**src/rtl/minhash_pkg.sv**
```systemverilog
// Shared constants and types for the MinHash signature front end.
// Optional feature macro: MINHASH_ELEM_COUNT_EN (per-document element count).
package minhash_pkg;

  localparam int SIGNATURE_WIDTH  = 32;
  localparam int INDEX_WIDTH      = 10;
  localparam int ELEMENT_WIDTH    = 32;
  localparam int ELEM_COUNT_WIDTH = 16;

  localparam logic [31:0] HASH_MULT = 32'h9E3779B1;
  localparam logic [31:0] HASH_XOR  = 32'h00000000;

  typedef enum logic {
    IDLE,
    ACCUM
  } minhash_state_t;

endpackage

```
**src/rtl/minhash_hash_stage.sv**
```systemverilog
// Multiply-xor hash lane plus its S1 pipeline register.
// Carries document framing (first/last) and the sampled index alongside.
module minhash_hash_stage
  import minhash_pkg::*;
#(
  parameter int          SW   = SIGNATURE_WIDTH,
  parameter int          EW   = ELEMENT_WIDTH,
  parameter int          IW   = INDEX_WIDTH,
  parameter logic [31:0] MULT = HASH_MULT,
  parameter logic [31:0] XMSK = HASH_XOR
) (
  input  logic          clk,
  input  logic          rst,
  input  logic          elem_valid,
  input  logic [EW-1:0] elem_data,
  input  logic          elem_last,
  input  logic          elem_first,
  input  logic [IW-1:0] elem_index,
  output logic          s1_valid,
  output logic [SW-1:0] s1_hash,
  output logic          s1_last,
  output logic          s1_first,
  output logic [IW-1:0] s1_index
);

  logic [SW-1:0] prod;
  logic [SW-1:0] hash;

  // Only the low product bits are kept.
  assign prod = SW'(elem_data) * SW'(MULT);
  assign hash = prod ^ SW'(XMSK);

  // S1 register; a cleared valid drops in-flight work on reset.
  always_ff @(posedge clk or posedge rst) begin
    if (rst) begin
      s1_valid <= 1'b0;
      s1_hash  <= '0;
      s1_last  <= 1'b0;
      s1_first <= 1'b0;
      s1_index <= '0;
    end else begin
      s1_valid <= elem_valid;
      if (elem_valid) begin
        s1_hash  <= hash;
        s1_last  <= elem_last;
        s1_first <= elem_first;
        s1_index <= elem_index;
      end
    end
  end

endmodule

```
**src/rtl/minhash_signature_gen.sv**
```systemverilog
// Streaming MinHash: hash each shingle, keep the per-document minimum.
// Optional macro MINHASH_ELEM_COUNT_EN adds elem_count_out.
module minhash_signature_gen
  import minhash_pkg::*;
#(
  parameter int          SIGNATURE_WIDTH = minhash_pkg::SIGNATURE_WIDTH,
  parameter int          INDEX_WIDTH     = minhash_pkg::INDEX_WIDTH,
  parameter int          ELEMENT_WIDTH   = minhash_pkg::ELEMENT_WIDTH,
  parameter logic [31:0] HASH_MULT       = minhash_pkg::HASH_MULT,
  parameter logic [31:0] HASH_XOR        = minhash_pkg::HASH_XOR
) (
  input  logic                       clk,
  input  logic                       rst,
  input  logic                       elem_valid,
  input  logic [ELEMENT_WIDTH-1:0]   elem_data,
  input  logic                       elem_last,
  input  logic [INDEX_WIDTH-1:0]     doc_index,
  output logic                       valid_out,
  output logic [SIGNATURE_WIDTH-1:0] signature_out,
  output logic [INDEX_WIDTH-1:0]     index_out,
  output logic                       busy
`ifdef MINHASH_ELEM_COUNT_EN
  ,
  output logic [ELEM_COUNT_WIDTH-1:0] elem_count_out
`endif
);

  localparam int SW = SIGNATURE_WIDTH;
  localparam int IW = INDEX_WIDTH;

  minhash_state_t state;
  logic [IW-1:0]  idx_cap;
  logic           s0_first;
  logic [IW-1:0]  s0_index;

  logic           s1_valid;
  logic [SW-1:0]  s1_hash;
  logic           s1_last;
  logic           s1_first;
  logic [IW-1:0]  s1_index;

  logic [SW-1:0]  acc;
  logic [SW-1:0]  acc_next;

  // The first element of a document supplies its index directly.
  assign s0_first = (state == IDLE);
  assign s0_index = s0_first ? doc_index : idx_cap;

  // S0 framing FSM; bubbles hold every register.
  always_ff @(posedge clk or posedge rst) begin
    if (rst) begin
      state   <= IDLE;
      idx_cap <= '0;
      busy    <= 1'b0;
    end else if (elem_valid) begin
      unique case (state)
        IDLE: begin
          idx_cap <= doc_index;
          if (!elem_last) begin
            state <= ACCUM;
            busy  <= 1'b1;
          end
        end
        ACCUM: begin
          if (elem_last) begin
            state <= IDLE;
            busy  <= 1'b0;
          end
        end
        default: begin
          state <= IDLE;
          busy  <= 1'b0;
        end
      endcase
    end
  end

  minhash_hash_stage #(
    .SW   (SW),
    .EW   (ELEMENT_WIDTH),
    .IW   (IW),
    .MULT (HASH_MULT),
    .XMSK (HASH_XOR)
  ) u_hash (
    .clk        (clk),
    .rst        (rst),
    .elem_valid (elem_valid),
    .elem_data  (elem_data),
    .elem_last  (elem_last),
    .elem_first (s0_first),
    .elem_index (s0_index),
    .s1_valid   (s1_valid),
    .s1_hash    (s1_hash),
    .s1_last    (s1_last),
    .s1_first   (s1_first),
    .s1_index   (s1_index)
  );

  // Unsigned min; ties keep the current value.
  assign acc_next = s1_first         ? s1_hash :
                    (s1_hash < acc)  ? s1_hash : acc;

  // S2 accumulator and output registers.
  always_ff @(posedge clk or posedge rst) begin
    if (rst) begin
      acc           <= '1;
      valid_out     <= 1'b0;
      signature_out <= '0;
      index_out     <= '0;
    end else begin
      valid_out <= s1_valid & s1_last;
      if (s1_valid) begin
        acc <= acc_next;
        if (s1_last) begin
          signature_out <= acc_next;
          index_out     <= s1_index;
        end
      end
    end
  end

`ifdef MINHASH_ELEM_COUNT_EN
  logic [ELEM_COUNT_WIDTH-1:0] cnt;
  logic [ELEM_COUNT_WIDTH-1:0] cnt_next;

  assign cnt_next = s1_first   ? ELEM_COUNT_WIDTH'(1) :
                    (&cnt)     ? cnt : cnt + 1'b1;

  // Saturating element counter, published with the signature.
  always_ff @(posedge clk or posedge rst) begin
    if (rst) begin
      cnt            <= '0;
      elem_count_out <= '0;
    end else if (s1_valid) begin
      cnt <= cnt_next;
      if (s1_last) begin
        elem_count_out <= cnt_next;
      end
    end
  end
`endif

endmodule

```
**config.mk**
```make
export PLATFORM = sky130hd
export DESIGN_NAME = minhash_signature_gen
export DESIGN_NICKNAME = d
export VERILOG_FILES = /design/src/rtl/minhash_pkg.sv /design/src/rtl/minhash_hash_stage.sv /design/src/rtl/minhash_signature_gen.sv
export SDC_FILE = /design/constraint.sdc
export NUM_CORES = 1
export LEC_CHECK = 0
export BUFFER_PORTS_ARGS = -buffer_cell sky130_fd_sc_hd__clkbuf_2
export CAP_MARGIN = 10
export CELL_PAD_IN_SITES_DETAIL_PLACEMENT = 1
export CELL_PAD_IN_SITES_GLOBAL_PLACEMENT = 1
export CORE_AREA = 4 4 215 217
export DETAILED_ROUTE_END_ITERATION = 6
export DIE_AREA = 0 0 219 221
export GPL_TIMING_DRIVEN = 0
export PLACE_DENSITY = 0.65
export SLEW_MARGIN = 15
export SYNTH_ARGS = -nofsm -noshare
export SYNTH_HDL_FRONTEND = slang
export SYNTH_SLANG_ARGS = --single-unit
```
**constraint.sdc**
```tcl
create_clock -name clk -period 5.6 [get_ports clk]
set_input_delay 0.56 -clock clk [delete_from_list [all_inputs] [get_ports clk]]
set_output_delay 0.56 -clock clk [all_outputs]
set_load 0.05 [all_outputs]
```
==> metrics <==
worst-skew pair later-pin latency=0.43 ns; Yosys reg bits=122; Critical Path Fanout Max=3; number of global-route vias before repair=12.93k; Final Max Slew Viols=0; Worst-Margin Slew=0.6824 ns; unrepaired setup endpoints after global routing=yes; antenna cells=0; Die Span Y=221 um; H-tree depth=4; register area share after synthesis=0.2022; crit share post-route=1.147; GRT overflow=0; Critical Path AT=6.73 ns; Post-synth EDFFs=0; number of I/O port buffers=89; share of cells above drive strength 1=0.2192; Final nets=roughly 2.1k; fin util=0.4145; element type at the critical path start=input port; dpl cell area=around 17,000 sq um; Top Ports=90; FFs w/ async S/R, synth=1.000; Hold Vio Cnt, Final=0; deepest clock path buffer count=2; TritonCTS Buffers=17; Distinct cells, synth=49; failing checks=negative setup slack; Buf+Inv Stages, Crit Path=5; Slowest cell on crit path=fa_1; commonest register cell after synthesis=dfrtp_1; WL final=43,340 um; area of the mapped netlist=15,300 sq um; vias per inst=4.889; gr usage total=0.1862; largest net degree at the start of global routing=between 70 and 80; hold-fix buffers at CTS=0; dpl hpwl=35,190 um; Max-cap violations=0; Worst Setup End Kind=flip-flop; Tmin final=6.420 ns; FILL cells=5,004; achievable clock frequency=~0.16 GHz; CP Data Required Time=5.91 ns; layout overhead on the synthesized area=19.55%; syn_nets=~2.0k; Final Wtd Congestion=0.8560; final setup margin=-0.8205 ns; Top cell by count, worst path=fa_1; Site Rows=77; Post-Layout Inst Area=~18,000 sq um; Clk pin slew, worst setup/hold paths=0.06 ns; CTS tree=done; DRC errors left=0; crit path kind=in2reg; Hold WC Path Type=in2async; Mapped Cells=1,524; Antenna Nets Post-Route=0; initial antenna violation count=0; status=finished with violations; DIE AREA=between 40,000 and 50,000 sq um; first-pass GRT wire length=roughly 70,000 um; initial core utilization=0.3467; clk sinks=122; WL/cell=19.01 um; Core Area=44,120 sq um; Die W=219 um; crit path cell chain=clkbuf_16 -> clkinvlp_4 -> fa_1 -> inv_2 -> fa_2 -> fa_1 -> inv_1 -> fa_1 -> inv_2 -> fa_1 -> fa_2 -> fa_1 -> fa_1 -> ha_4 -> nand2_4 -> nor4_2 -> nand4_1 -> nand3_2 -> a31oi_2 -> or3_4 -> o21ai_4 -> xnor2_2 -> mux2_2; Mapped Avg Cell Area=10.04 sq um; Final Setup Violations=13; synth warn=0; worst clock skew=0.01132 ns; crit-path max cell delay=0.56 ns; DR vias=11.15k; CP top delay family=adder cells; DR pass1 iterations=4; Initial DRC Count=399; clock root buffer=clkbuf_16; slew margin rel.=0.5451
[layout by cell type, fill, tap and decap left out, types with 7 or more instances in the layout]
cell type     n
xnor2_1      40
fa_1        190
inv_2        10
o21ai_0      19
fa_2         14
clkbuf_16    26
mux2_4       35
mux2_2       29
buf_6        16
inv_1       346
dfrtp_1      90
a21oi_1      47
clkinvlp_4   11
buf_4        29
ha_1        200
nand2_1      82
ha_4         15
a21o_1       18
dfstp_2      32
clkbuf_2     69
buf_2         9
o31ai_1      32
nand2b_1     37
nor3_1        8
clkbuf_1     28
nand3_1      40
buf_1         7
clkbuf_8      7
o311ai_0     32
xor2_1       10
nor2_1       49
a21oi_2      11
[cell usage after synthesis (2+ instances only)]
master | instances | area (sq um)
a211oi_1 | 7 | 52.55
nand2_1 | 87 | 326.6
nor2b_1 | 2 | 12.51
buf_6 | 3 | 33.78
nor3b_1 | 2 | 15.01
fa_1 | 204 | 4084
xor2_1 | 11 | 96.34
dfrtp_1 | 90 | 2252
o311ai_0 | 32 | 280.3
or3_1 | 4 | 25.02
a21o_1 | 18 | 135.1
a21oi_1 | 60 | 300.3
buf_1 | 7 | 26.28
nand4_1 | 5 | 31.28
nor2_1 | 50 | 187.7
nand3_1 | 41 | 205.2
a31oi_1 | 6 | 37.54
and2_1 | 2 | 12.51
mux2_2 | 35 | 394.1
ha_1 | 218 | 2728
nor3_1 | 11 | 55.05
or2_2 | 3 | 18.77
o21ai_0 | 26 | 130.1
dfstp_2 | 32 | 840.8
nand2b_1 | 37 | 231.5
o31ai_1 | 33 | 247.7
clkbuf_1 | 27 | 101.4
o211ai_1 | 2 | 15.01
xnor2_1 | 46 | 402.9
o21a_1 | 5 | 37.54
buf_2 | 7 | 35.03
mux2_4 | 29 | 435.4
inv_1 | 366 | 1374
[path summary, 6_finish.rpt]
path | from | endpoint | slack, ns | cells past startpoint
worst max register to register | acc[25]$_DFFE_PP1P_ | signature_out[25]$_DFFE_PP0P_ | 2.18 | 13
min in group clk | doc_index[1] | u_hash.s1_index[1]$_DFFE_PP0P_ | 0.37 | 2
worst min-delay path | rst | index_out[0]$_DFFE_PP0P_ | 0.18 | 2
worst min register to register | u_hash.s1_index[4]$_DFFE_PP0P_ | index_out[4]$_DFFE_PP0P_ | 0.47 | 2
max in group asynchronous | rst | acc[13]$_DFFE_PP1P_ | 4.66 | 3
worst max-delay path | elem_data[5] | u_hash.s1_hash[31]$_DFFE_PP0P_ | -0.82 | 23
[flip-flops by register name (all words and copies together) (netlist names)]
signal	count
valid_out	1
index_out	10
state	1
u_hash.s1_valid	1
u_hash.s1_last	1
u_hash.s1_first	1
busy	1
acc	32
u_hash.s1_index	10
u_hash.s1_hash	32
signature_out	32
[what timing repair did]
item | in CTS | in global routing
pin swaps | 68 | 46
setup endpoints to repair | 16 | 16
resized for setup | 103 | 43
buffers inserted | 31 | 14
[per-stage QoR]
step	setup WS [ns]	std cells	hold slack, ns	TNS (ns)
after floorplan	-0.7522	1524	0.4348	-4.833
after global placement	-1.882	2205	0.4401	-18.68
after detailed placement	-1.963	2206	0.4555	-20.33
after CTS	-0.8224	2269	0.1796	-7.871
after global routing	-0.9978	2280	0.2103	-9.425
final	-0.8205	2280	0.1788	-6.804
[cell type report]
cell class / instances / area [sq um] / area share
Multi-Input combinational cell: 991 / 11170 / 0.6106
Timing Repair Buffer: 132 / 1090 / 0.05958
Clock buffer: 19 / 442.9 / 0.02422
Buffer: 44 / 196.4 / 0.01074
Inverter: 367 / 1416 / 0.07744
Tap cell: 592 / 740.7 / 0.04050
Clock inverter: 13 / 142.6 / 0.007799
Sequential cell: 122 / 3093 / 0.1691
[worst register-to-register path, stage by stage, from the launching register on]
cell	delay [ns]
dfstp_2	0.53
inv_1	0.07
ha_1	0.31
a21o_1	0.19
a21oi_1	0.14
nor2b_1	0.07
o21ai_0	0.17
a21boi_0	0.12
o41ai_1	0.40
clkbuf_1	0.43
clkbuf_1	0.50
nand4_1	0.19
o31ai_1	0.11
a21oi_1	0.07
[routing by layer]
metal	global-route usage	wire [um]	vias to the layer above
met5	0	0	-
met4	0.05280	1060	0
met3	0.01481	841	52
met2	0.3439	22810	176
met1	0.2316	18630	5713
li1	-	-	5205
[cells by family after synthesis]
logic type	Yosys count	share of synthesized area
compound gates	200	0.08759
mux	65	0.05487
simple gates	247	0.07466
fa+ha+maj	422	0.4452
xor+xnor	57	0.03263
flops	122	0.2022
buf+inv	411	0.1029
Power is not shown: default switching activity piles up to over one toggle a cycle in this logic, so the estimate is an artifact.
